**src/rtl/uart_tx_fifo.sv**
```systemverilog
// UART transmitter fed by a FIFO; a word accepted at edge k starts its frame at edge k+1, and frames run back-to-back.
// Backpressure: o_txReady = !full from registered count; a pop cannot raise it in the same cycle.
module uart_tx_fifo #(
    parameter int CLOCK_SPEED = 1000000,
    parameter int BAUD_RATE   = 9600,
    parameter int DATA_BITS   = 8,
    parameter int PARITY      = 0,
    parameter int STOP_BITS   = 1,
    parameter int FIFO_DEPTH  = 4
) (
    input  logic                          i_clock,
    input  logic                          i_reset,
    input  logic                          i_txValid,
    input  logic [DATA_BITS-1:0]          i_txData,
    output logic                          o_txReady,
    output logic                          o_txBusy,
    output logic                          o_txSerial,
    output logic                          o_txDone,
    output logic [$clog2(FIFO_DEPTH):0]   o_fifoCount
);

    localparam int CPB = CLOCK_SPEED / BAUD_RATE;
    localparam int CW  = $clog2(CPB);
    localparam int PW  = $clog2(FIFO_DEPTH);

    typedef enum logic [2:0] {S_IDLE, S_START, S_DATA, S_PARITY, S_STOP} state_t;

    state_t                 state_q, state_d;
    logic [CW-1:0]          cnt_q, cnt_d;
    logic [3:0]             idx_q, idx_d;
    logic [DATA_BITS-1:0]   shift_q, shift_d;
    logic                   par_q, par_d;
    logic                   serial_q, serial_d;
    logic [PW-1:0]          rd_ptr_q, rd_ptr_d;
    logic [PW-1:0]          wr_ptr_q, wr_ptr_d;
    logic [PW:0]            count_q, count_d;
    logic [DATA_BITS-1:0]   mem_q [FIFO_DEPTH];

    logic                   full, empty, bit_end, frame_end, push, pop;
    logic [DATA_BITS-1:0]   head;

    assign full      = (count_q == (PW+1)'(FIFO_DEPTH));
    assign empty     = (count_q == '0);
    assign bit_end   = (cnt_q == CW'(CPB - 1));
    assign frame_end = (state_q == S_STOP) && bit_end && (idx_q == 4'(STOP_BITS - 1));
    assign push      = i_txValid && !full;
    assign pop       = !empty && ((state_q == S_IDLE) || frame_end);
    assign head      = mem_q[rd_ptr_q];

    always_comb begin
        state_d  = state_q;
        cnt_d    = cnt_q;
        idx_d    = idx_q;
        shift_d  = shift_q;
        par_d    = par_q;
        serial_d = serial_q;
        if (state_q != S_IDLE) begin
            cnt_d = bit_end ? '0 : cnt_q + CW'(1);
        end
        case (state_q)
            S_IDLE: begin
                serial_d = 1'b1;
            end
            S_START: begin
                if (bit_end) begin
                    state_d  = S_DATA;
                    idx_d    = '0;
                    serial_d = shift_q[0];
                end
            end
            S_DATA: begin
                if (bit_end) begin
                    if (idx_q == 4'(DATA_BITS - 1)) begin
                        idx_d = '0;
                        if (PARITY != 0) begin
                            state_d  = S_PARITY;
                            serial_d = par_q;
                        end else begin
                            state_d  = S_STOP;
                            serial_d = 1'b1;
                        end
                    end else begin
                        idx_d    = idx_q + 4'd1;
                        shift_d  = shift_q >> 1;
                        serial_d = shift_q[1];
                    end
                end
            end
            S_PARITY: begin
                if (bit_end) begin
                    state_d  = S_STOP;
                    idx_d    = '0;
                    serial_d = 1'b1;
                end
            end
            S_STOP: begin
                if (frame_end) begin
                    state_d  = S_IDLE;
                    serial_d = 1'b1;
                end else if (bit_end) begin
                    idx_d = idx_q + 4'd1;
                end
            end
            default: begin
                state_d  = S_IDLE;
                serial_d = 1'b1;
            end
        endcase
        // A pop always launches a start bit at the same edge, from IDLE or straight out of STOP.
        if (pop) begin
            state_d  = S_START;
            serial_d = 1'b0;
            cnt_d    = '0;
            shift_d  = head;
            par_d    = (^head) ^ (PARITY == 2);
        end
    end

    always_comb begin
        rd_ptr_d = pop  ? rd_ptr_q + PW'(1) : rd_ptr_q;
        wr_ptr_d = push ? wr_ptr_q + PW'(1) : wr_ptr_q;
        count_d  = count_q;
        if (push && !pop) begin
            count_d = count_q + (PW+1)'(1);
        end else if (pop && !push) begin
            count_d = count_q - (PW+1)'(1);
        end
    end

    always_ff @(posedge i_clock) begin
        if (i_reset) begin
            state_q  <= S_IDLE;
            cnt_q    <= '0;
            idx_q    <= '0;
            shift_q  <= '0;
            par_q    <= 1'b0;
            serial_q <= 1'b1;
            rd_ptr_q <= '0;
            wr_ptr_q <= '0;
            count_q  <= '0;
        end else begin
            state_q  <= state_d;
            cnt_q    <= cnt_d;
            idx_q    <= idx_d;
            shift_q  <= shift_d;
            par_q    <= par_d;
            serial_q <= serial_d;
            rd_ptr_q <= rd_ptr_d;
            wr_ptr_q <= wr_ptr_d;
            count_q  <= count_d;
        end
    end

    always_ff @(posedge i_clock) begin
        if (push && !i_reset) begin
            mem_q[wr_ptr_q] <= i_txData;
        end
    end

    assign o_txReady   = !full;
    assign o_txBusy    = (state_q != S_IDLE) || !empty;
    assign o_txSerial  = serial_q;
    assign o_txDone    = frame_end;
    assign o_fifoCount = count_q;

endmodule

```
**config.mk**
```make
export PLATFORM = sky130hd
export DESIGN_NAME = uart_tx_fifo
export DESIGN_NICKNAME = d
export VERILOG_FILES = /design/src/rtl/uart_tx_fifo.sv
export SDC_FILE = /design/constraint.sdc
export NUM_CORES = 1
export LEC_CHECK = 0
export ABC_CLOCK_PERIOD_IN_PS = 3700
export CAP_MARGIN = 20
export CORE_ASPECT_RATIO = 1.5
export CORE_MARGIN = 10
export CORE_UTILIZATION = 40
export DETAILED_ROUTE_END_ITERATION = 16
export PLACE_DENSITY = 0.58
export SLEW_MARGIN = 20
export SYNTH_ARGS = -nofsm -noshare
export SYNTH_HDL_FRONTEND = slang
export SYNTH_SLANG_ARGS = --single-unit
```
**constraint.sdc**
```tcl
create_clock -name i_clock -period 3.7 [get_ports i_clock]
set_input_delay 0.37 -clock i_clock [delete_from_list [all_inputs] [get_ports i_clock]]
set_output_delay 0.37 -clock i_clock [all_outputs]
set_load 0.05 [all_outputs]
```
==> flow_summary.yaml, run 1 <==
route:
  post_drt_via_cell_ratio: 5.18
  post-route-drc-count: 0
  vias: 1897
  drt-pass1-iter-count: 4
  post_drt_antenna_nets: 0
  final_routed_wirelength_um: 5500
  detailed_route_wire_length_per_cell_um: 15.0
  detailedRoute.firstIterationViolations: 78
timing:
  finalWorstSetupSlack_ns: 0.851
  drv_slew: 0
  final.setup.tns_ns: 0
  setup_viol_count_final: 0
  fmax_ghz: 0.351
  timing_hold_violations_final: 0
  timing.slew.headroom_pct: 59.5
  worst_pin_slew_ns: 0.605
  min_period_over_period_pct: 77.0
  grt_setup_unrepaired: "false"
  finalCriticalPeriod_ns: 2.85
  final.setup_skew_ns: 0.00644
place:
  port_buffers: 17
  dp_hpwl_um: 3960
  gp_congestion: 0.838
  placement.setup.worst_slack_ns: 0.941
global_routing:
  gr-total-overflow: 0
  grt_max_degree: 18
  initial_antenna_violation_count: 0
  via_count_of_the_first_global_routing_pass: 1922
  global_route.usage.total_pct: 10.0
  grt_first_pass_wirelength_um: 9250
synthesis:
  ys_warn_count: 0
  synthArstFlopShare_pct: 0
  syn_nets: 262
  ys_types: 58
  synth_sequential_area_ratio_pct: 54.5
  ys.flop_type: "sky130_fd_sc_hd__edfxtp_1"
  synth_edf_count: 32
  synth_area_per_cell_um2: 12.1
  netlist_area_mm2: 0.00294
  synth-seq-cells: 64
  synthCells: 242
cts:
  clockBufferDepth: 2
  clock_buffer_count_from_cts: 9
  cts_resized: 0
  post_cts.repair.setup_buffers: 0
  clock_edge_transition_at_the_registers_on_the_reported_setup_and_hold_paths_ns: 0.07
  clock_sink_count: 64
  tritoncts: "done"
  clk-insertion-delay-late_ns: 0.34
  ctsHoldBuffers: 0
  clockRootBuffer: "sky130_fd_sc_hd__clkbuf_8"
  h-tree-depth: 3
status:
  result_of_the_run: "finished, final reports clean"
floorplanning:
  fp-row-count: 38
  chip_height_um: 125
  initial_core_util_pct: 40.9
  io_pins: 18
  core_area_mm2: 0.00718
  area_enclosed_by_the_die_boundary_mm2: 0.0112
  fp.dieW_um: 90.0
final_layout:
  area_growth_syn_to_layout_pct: 14.2
  finish.net_count: 281
  post_route_cells_drive_above_1_share_pct: 13.5
  num_antenna_cells: 0
  mostFrequentLayoutCells: "sky130_fd_sc_hd__dfxtp_1, sky130_fd_sc_hd__edfxtp_1, sky130_fd_sc_hd__a21oi_1, sky130_fd_sc_hd__clkdlybuf4s50_1, sky130_fd_sc_hd__nor2_1"
setup_path:
  r2r-start: "idx_q[0]"
  crit-reg2reg-capture: "o_fifoCount[2]"
  worst-path-max-fanout: 9
  startpoint_kind_of_the_worst_setup_timing_path: "register"
  regToRegSetupSlack_ns: 0.89
  setup.worst_path.end_class: "primary output"
  critical_path.slowest_cell: "sky130_fd_sc_hd__clkdlybuf4s50_1"
  critPathKind: "reg2out"
  critPathMaxStageDelay_ns: 0.83
  reg2regPathDepth: 13
  cp_data_arrival_time_ns: 2.48
  cp_buf_inv_count: 1
  path_delay_family: "buffers and inverters"
  cp_cell_sequence: "ha_1, and2b_1, nand2_1, nor3_1, clkdlybuf4s50_1"
  crit_required_ns: 3.33
job:
  timing.max_cap.violations: 0
power_and_ir_drop:
  post-layout-total-power_mw: 2.26
  worst_ir_drop_vdd_mv: 0.357
  cellLeakagePower_nw: 1.17
  cellPowerDensity_mw_per_mm2: 675
hold_path:
  min-delay-start: "cnt_q[1]"
  hold_path_end: "cnt_q[1]"
  holdPathStages: 2
  type_of_the_tightest_min_delay_check: "reg2reg"
[state kept, by name, summed over array words and instances, names as in the netlist, named ones only]
register     count
cnt_q            7
idx_q            4
mem_q           32
o_fifoCount      3
o_txSerial       1
rd_ptr_q         2
shift_q          8
state_q          3
wr_ptr_q         2
[worst register-to-register path, stage by stage, from the launching register on]
cell and delay [ns]:
sky130_fd_sc_hd__dfxtp_1 0.34, sky130_fd_sc_hd__inv_1 0.08, sky130_fd_sc_hd__ha_1 0.16, sky130_fd_sc_hd__nor3b_1 0.35, sky130_fd_sc_hd__a31oi_1 0.14, sky130_fd_sc_hd__buf_4 0.19, sky130_fd_sc_hd__nor2_1 0.33, sky130_fd_sc_hd__inv_2 0.17
sky130_fd_sc_hd__ha_1 0.26, sky130_fd_sc_hd__inv_1 0.07, sky130_fd_sc_hd__fa_1 0.17, sky130_fd_sc_hd__xor2_1 0.07, sky130_fd_sc_hd__or3_1 0.30, sky130_fd_sc_hd__a21oi_1 0.13
[logic make-up (layout without fill, tap and decap cells)]
group	count (synthesis)	in the layout	synth area share [%]
flip-flops	64	64	54.5
buffers and inverters	23	47	4.05
multiplexers	17	17	9.25
AO/OA/AOI/OAI	50	50	11.6
adder cells (fa/ha/maj)	9	9	4.09
XOR/XNOR	9	9	2.68
AND/OR/NAND/NOR	70	70	13.8
[report_power, final]
| group | switching [mW] | internal, mW |
|---|---|---|
| combinational | 0.424 | 0.323 |
| sequential | 0.118 | 0.862 |
| clock | 0.289 | 0.249 |
[through the flow]
step,cells,area (um^2),utilization [%],hold WS (ns)
global placement,350,3170,44.2,0.492
detailed placement,350,3170,44.2,0.483
floorplan,242,2940,-,0.453
CTS,366,3350,46.7,0.493
finish,366,3350,46.7,0.487
global route,366,3350,46.7,0.530
[synth_stat cells, types with 2 or more instances]
cell type	instances	area [um^2]
sky130_fd_sc_hd__dfxtp_1	32	641
sky130_fd_sc_hd__edfxtp_1	32	961
sky130_fd_sc_hd__a21oi_1	17	85.1
sky130_fd_sc_hd__nor2_1	14	52.6
sky130_fd_sc_hd__nand2_1	11	41.3
sky130_fd_sc_hd__inv_1	10	37.5
sky130_fd_sc_hd__ha_1	8	100
sky130_fd_sc_hd__mux2i_1	8	80.1
sky130_fd_sc_hd__mux4_2	8	180
sky130_fd_sc_hd__o21ai_0	7	35.0
sky130_fd_sc_hd__o31ai_1	7	52.6
sky130_fd_sc_hd__nand3_1	6	30.0
sky130_fd_sc_hd__xor2_1	6	52.6
sky130_fd_sc_hd__nor3_1	5	25.0
sky130_fd_sc_hd__or3_1	5	31.3
sky130_fd_sc_hd__and2_1	4	25.0
sky130_fd_sc_hd__nand4_1	4	25.0
sky130_fd_sc_hd__nor3b_1	4	30.0
sky130_fd_sc_hd__a211oi_1	3	22.5
sky130_fd_sc_hd__buf_6	3	33.8
sky130_fd_sc_hd__clkbuf_1	3	11.3
sky130_fd_sc_hd__xnor2_1	3	26.3
sky130_fd_sc_hd__a21o_1	2	15.0
sky130_fd_sc_hd__a31oi_1	2	12.5
sky130_fd_sc_hd__buf_2	2	10.0
sky130_fd_sc_hd__buf_4	2	15.0
sky130_fd_sc_hd__nor2b_1	2	12.5
sky130_fd_sc_hd__or3b_2	2	17.5
[area by class of cell]
class / count / area [um^2]
timing repair buffer: 19 / 185
inverter: 12 / 45.0
tap: 100 / 125
multi-input combinational: 155 / 1220
sequential: 64 / 1600
clock inverter: 7 / 56.3
clock buffer: 9 / 124
fill: 663 / 3830
[how the worst max path moves through the flow]
stage	cells after the start	endpoint	from	slack [ns]
2_1_floorplan	10	o_fifoCount[2]	o_fifoCount[0]	1.06
3_3_place_gp	13	o_fifoCount[2]	idx_q[0]	1.01
3_5_place_dp	13	o_fifoCount[2]	idx_q[0]	0.94
4_1_cts	5	o_txDone	cnt_q[0]	0.81
5_1_grt	13	o_fifoCount[2]	idx_q[0]	0.64
6_report	5	o_txDone	cnt_q[0]	0.85
[per-layer routing]
metal | track usage (%) | part of all wire, % | vias to the layer above
met3 | 3.23 | 3.0 | 9
met1 | 10.7 | 42 | 909
met2 | 17.6 | 53 | 33
li1 | - | - | 946
met4 | 4.42 | 1.8 | 0
met5 | 0 | 0 | -
Power figures use the tool's default switching activity.
==> run 2, diff against run 1 <==
--- a/config.mk
+++ b/config.mk
@@ -5,7 +5,7 @@
 export SDC_FILE = /design/constraint.sdc
 export NUM_CORES = 1
 export LEC_CHECK = 0
-export ABC_CLOCK_PERIOD_IN_PS = 3700
+export ABC_CLOCK_PERIOD_IN_PS = 2750
 export CAP_MARGIN = 20
 export CORE_ASPECT_RATIO = 1.5
 export CORE_MARGIN = 10
==> constraint.sdc (replaced) <==
create_clock -name i_clock -period 2.75 [get_ports i_clock]
set_input_delay 0.275 -clock i_clock [delete_from_list [all_inputs] [get_ports i_clock]]
set_output_delay 0.275 -clock i_clock [all_outputs]
set_load 0.05 [all_outputs]
==> run 2 against run 1 <==
Final cell count increased by 1.6%; total power increased by 45%; register-to-register slack worse by 0.64 ns; wire length decreased by 1.7%; clock power up 69%; global-route usage rose by 0.33 points; utilization grew 1.4 points; worst setup slack lost 0.60 ns; critical path type is now reg2reg; critical endpoint is now o_fifoCount[2]; highest routed layer unchanged.
==> flow_summary.yaml, run 2 (synthesis results as in run 1) <==
floorplanning:
  chip_height_um: 125
  initial_core_util_pct: 40.9
  fp-row-count: 38
  core_area_mm2: 0.00718
  fp.dieW_um: 90.0
  io_pins: 18
  area_enclosed_by_the_die_boundary_mm2: 0.0112
setup_path:
  cp_buf_inv_count: 2
  crit_required_ns: 3.03
  worst-path-max-fanout: 5
  path_delay_family: "adder cells"
  startpoint_kind_of_the_worst_setup_timing_path: "register"
  critPathMaxStageDelay_ns: 0.37
  cp_cell_sequence: "ha_1, and2b_1, a31oi_2, nor2_1, inv_2, ha_1, inv_1, fa_1, xor2_1, or3_1, a21oi_1"
  setup.worst_path.end_class: "register"
  critPathKind: "reg2reg"
  critPathMostFrequentCell: "sky130_fd_sc_hd__ha_1"
  critical_path.slowest_cell: "sky130_fd_sc_hd__fa_1"
  cp_data_arrival_time_ns: 2.77
job:
  timing.max_cap.violations: 0
final_layout:
  finish.net_count: 287
  post_route_cells_drive_above_1_share_pct: 16.2
  fillerInstances: 660
  largestRegisters: "mem_q (32), shift_q (8), cnt_q (7)"
  fin_cells: 372
  largest_register_ff_count: 32
  largest_register: "mem_q"
  area_growth_syn_to_layout_pct: 17.5
  mostFrequentLayoutCells: "sky130_fd_sc_hd__dfxtp_1, sky130_fd_sc_hd__edfxtp_1, sky130_fd_sc_hd__a21oi_1"
  num_antenna_cells: 0
timing:
  drv_slew: 0
  final.setup.tns_ns: 0
  fmax_ghz: 0.400
  final.setup_skew_ns: 0.00638
  setup_viol_count_final: 0
  worst_pin_slew_ns: 0.541
  min_period_over_period_pct: 90.8
  finalCriticalPeriod_ns: 2.50
  timing_hold_violations_final: 0
  timing.slew.headroom_pct: 63.9
  grt_setup_unrepaired: "false"
route:
  drt-pass1-iter-count: 4
  post_drt_via_cell_ratio: 5.19
  post_drt_antenna_nets: 0
  final_routed_wirelength_um: 5410
  post-route-drc-count: 0
  detailedRoute.firstIterationViolations: 75
  vias: 1929
  detailed_route_wire_length_per_cell_um: 14.5
cts:
  clk-insertion-delay-late_ns: 0.34
  cts_resized: 0
  clockRootBuffer: "sky130_fd_sc_hd__clkbuf_8"
  tritoncts: "done"
  clock_buffer_count_from_cts: 9
  clock_edge_transition_at_the_registers_on_the_reported_setup_and_hold_paths_ns: 0.08
  clockBufferDepth: 2
  ctsHoldBuffers: 0
  post_cts.repair.setup_buffers: 0
  h-tree-depth: 3
  clock_sink_count: 64
global_routing:
  gr-total-overflow: 0
  global_route.usage.total_pct: 10.4
  grt_first_pass_wirelength_um: 9670
  initial_antenna_violation_count: 0
  via_count_of_the_first_global_routing_pass: 2058
  grt_max_degree: 24
power_and_ir_drop:
  cellLeakagePower_nw: 1.23
  worst_ir_drop_vdd_mv: 0.466
  cellPowerDensity_mw_per_mm2: 954
hold_path:
  type_of_the_tightest_min_delay_check: "reg2reg"
place:
  placed_cell_count: 356
  gp_congestion: 0.782
  dp_hpwl_um: 3890
  port_buffers: 17
status:
  result_of_the_run: "finished, final reports clean"
[run 2: cell count changes in the layout (fill, tap and decap cells not counted), moves of 2 or more]
cell,change
sky130_fd_sc_hd__clkinv_4,+2
sky130_fd_sc_hd__buf_4,+7
sky130_fd_sc_hd__bufinv_16,+2
sky130_fd_sc_hd__clkinvlp_4,-2
[run 2: routing by layer]
layer  up-vias  global-route usage (%)  routed length (um)
li1        963                       -                   -
met1       923                    11.4                2260
met2        33                    18.3                2870
met3        10                    2.22                 188
met4         0                    5.36                  97
met5         -                       0                   0
[run 2: metrics by stage]
step / utilization [%] / area, um^2 / total power [mW] / setup slack (ns) / hold WS (ns)
floorplan: - / 2940 / 2.14 / 0.108 / 0.374
global placement: 44.8 / 3220 / 2.42 / 0.325 / 0.473
detailed placement: 44.8 / 3220 / 2.42 / 0.233 / 0.475
CTS: 48.0 / 3440 / 3.34 / 0.220 / 0.490
global route: 48.1 / 3450 / 3.53 / 0.0342 / 0.523
finish: 48.1 / 3450 / 3.29 / 0.252 / 0.490
[run 2: cell type report]
type / count / area [um^2] / share of cell area (%)
inverter: 12 / 45.0 / 1.31
clock buffer: 9 / 124 / 3.59
clock inverter: 7 / 105 / 3.05
tap: 100 / 125 / 3.63
multi-input combinational: 155 / 1220 / 35.4
sequential: 64 / 1600 / 46.4
timing repair buffer: 25 / 228 / 6.60
[run 2: tightest hold or removal path: cells and delay by family (launching register included)]
| family | cells | cell delay (ns) |
|---|---|---|
| AO/OA/AOI/OAI | 1 | 0.06 |
| flip-flops | 1 | 0.33 |
| AND/OR/NAND/NOR | 1 | 0.06 |
[run 2: path summary, 6_finish.rpt]
| check | start | end | slack (ns) | cells past startpoint |
|---|---|---|---|---|
| min | cnt_q[1] | cnt_q[1] | 0.49 | 2 |
| max | cnt_q[0] | o_fifoCount[2] | 0.25 | 11 |
| min reg2reg | cnt_q[1] | cnt_q[1] | 0.49 | 2 |
| max reg2reg | cnt_q[0] | o_fifoCount[2] | 0.25 | 11 |
[run 2: power breakdown]
group,switching (mW),leakage [nW],internal [mW],total (mW)
Combinational,0.603,0.564,0.490,1.09
Sequential,0.130,0.552,1.16,1.29
Clock,0.390,0.112,0.520,0.911
==> run 3, diff against run 2 <==
--- a/config.mk
+++ b/config.mk
@@ -11,6 +11,7 @@
 export CORE_MARGIN = 10
 export CORE_UTILIZATION = 40
 export DETAILED_ROUTE_END_ITERATION = 16
+export GPL_TIMING_DRIVEN = 0
 export PLACE_DENSITY = 0.58
 export SLEW_MARGIN = 20
 export SYNTH_ARGS = -nofsm -noshare
==> run 3 against run 2 <==
Fmax is 3.1% lower; via count is 0.47% lower; highest routed layer unchanged; worst hold slack hardly changed; largest power group unchanged; critical path depth is 1 higher.
==> flow_summary.yaml, run 3 (synthesis results as in run 1) <==
final_layout:
  largestRegisters: "mem_q (32), shift_q (8), cnt_q (7)"
  fillerInstances: 668
  finish.net_count: 291
  largest_register: "mem_q"
  post_route_cells_drive_above_1_share_pct: 16.3
  mostFrequentLayoutCells: "sky130_fd_sc_hd__dfxtp_1, sky130_fd_sc_hd__edfxtp_1, sky130_fd_sc_hd__a21oi_1"
  area_growth_syn_to_layout_pct: 18.2
  largest_register_ff_count: 32
  num_antenna_cells: 0
timing:
  drv_slew: 0
  timing_hold_violations_final: 0
  grt_setup_unrepaired: "false"
  worst_pin_slew_ns: 0.531
  finalCriticalPeriod_ns: 2.58
  min_period_over_period_pct: 93.7
  fmax_ghz: 0.388
  timing.slew.headroom_pct: 64.6
  fin_worst_hold_slack_ns: 0.490
  setup_viol_count_final: 0
  final.setup_skew_ns: 0.0119
setup_path:
  setup.worst_path.end_class: "register"
  crit_required_ns: 3.02
  worst-path-max-fanout: 5
  startpoint_kind_of_the_worst_setup_timing_path: "register"
  critPathKind: "reg2reg"
  cp_data_arrival_time_ns: 2.85
cts:
  h-tree-depth: 3
  ctsHoldBuffers: 0
  clock_sink_count: 64
  clockBufferDepth: 2
  clk-insertion-delay-late_ns: 0.34
  clock_edge_transition_at_the_registers_on_the_reported_setup_and_hold_paths_ns: 0.08
  clockRootBuffer: "sky130_fd_sc_hd__clkbuf_8"
  tritoncts: "done"
  clock_buffer_count_from_cts: 9
power_and_ir_drop:
  switching_share_pct: 34.5
  power.share.sequential_pct: 37.7
  worst_ir_drop_vdd_mv: 0.459
  cellLeakagePower_nw: 1.24
  post-layout-total-power_mw: 3.32
  clock_power_share_pct: 26.9
  cellPowerDensity_mw_per_mm2: 956
  comb_power_share_pct: 35.4
  power.net_switching_mw: 1.15
  intPower_mw: 2.17
route:
  final_routed_wirelength_um: 5700
  vias: 1920
  detailed_route_wire_length_per_cell_um: 15.1
  post-route-drc-count: 0
  drt-pass1-iter-count: 4
  post_drt_via_cell_ratio: 5.11
  post_drt_antenna_nets: 0
  detailedRoute.firstIterationViolations: 81
floorplanning:
  io_pins: 18
  initial_core_util_pct: 40.9
  core_area_mm2: 0.00718
  fp.dieW_um: 90.0
  fp-row-count: 38
  chip_height_um: 125
  area_enclosed_by_the_die_boundary_mm2: 0.0112
global_routing:
  gr-total-overflow: 0
  global_route.usage.total_pct: 10.5
  grt_first_pass_wirelength_um: 9560
  grt_max_degree: 13
  initial_antenna_violation_count: 0
  via_count_of_the_first_global_routing_pass: 1981
hold_path:
  type_of_the_tightest_min_delay_check: "reg2reg"
job:
  timing.max_cap.violations: 0
place:
  gp_congestion: 0.803
  port_buffers: 17
  dp_hpwl_um: 4140
status:
  result_of_the_run: "finished, final reports clean"
run 3: cell type report:
cell class / count / area, um^2 / area share [%]
plain buffers: 11 / 73.8 / 2.13
clock buffers: 9 / 124 / 3.57
clock inverters: 7 / 95.1 / 2.74
inverters: 12 / 45.0 / 1.30
multi-input cells: 155 / 1230 / 35.4
flip-flops and latches: 64 / 1600 / 46.1
well taps: 100 / 125 / 3.60
repair buffers: 18 / 176 / 5.08
run 3: through the flow:
stage | worst slack, ns | cell area, um^2 | instances | TNS (ns) | utilization [%]
after floorplan | 0.108 | 2940 | 242 | 0 | -
final | 0.173 | 3470 | 376 | 0 | 48.3
after detailed placement | -0.0300 | 3230 | 359 | -0.0300 | 45.0
after global placement | -0.0279 | 3230 | 359 | -0.0279 | 45.0
after CTS | 0.0366 | 3460 | 376 | 0 | 48.2
after global routing | 0.00672 | 3470 | 376 | 0 | 48.3
run 3: metal layers:
layer | up-vias | GRT usage, % | share of wire (%)
li1 | 963 | - | -
met1 | 919 | 11.2 | 42
met2 | 24 | 18.3 | 52
met3 | 14 | 2.34 | 2.8
met4 | 0 | 6.30 | 2.7
met5 | - | 0 | 0
run 3: worst paths after layout:
path                            slack, ns  cells past startpoint        endpoint     start
worst min-delay path                 0.49                      2        cnt_q[1]  cnt_q[1]
worst max register to register       0.17                     12  o_fifoCount[2]  idx_q[0]
worst min register to register       0.49                      2        cnt_q[1]  cnt_q[1]
worst max-delay path                 0.17                     12  o_fifoCount[2]  idx_q[0]
run 3: power by group through the flow:
stage	registers (mW)	logic, mW	clock network, mW
detailed placement	1.27	1.16	0
finish	1.25	1.18	0.892
global placement	1.27	1.15	0
CTS	1.25	1.19	0.909
floorplan	1.32	0.817	0
global route	1.27	1.31	0.950
run 3: repair_timing:
action	CTS	global route
setup buffers	1	0
endpoints found under the setup margin	2	2
pin swaps	0	1
gates resized for setup	1	3
run 3: worst max-delay path, stage by stage, from the launching register on:
cell and delay, ns:
sky130_fd_sc_hd__dfxtp_1 0.37, sky130_fd_sc_hd__inv_1 0.07, sky130_fd_sc_hd__ha_1 0.21, sky130_fd_sc_hd__nor3b_2 0.17, sky130_fd_sc_hd__a31oi_2 0.25, sky130_fd_sc_hd__nor2_2 0.12, sky130_fd_sc_hd__inv_2 0.10, sky130_fd_sc_hd__ha_1 0.18
sky130_fd_sc_hd__inv_1 0.06, sky130_fd_sc_hd__fa_1 0.37, sky130_fd_sc_hd__xor2_1 0.18, sky130_fd_sc_hd__or3_1 0.30, sky130_fd_sc_hd__a21oi_1 0.13
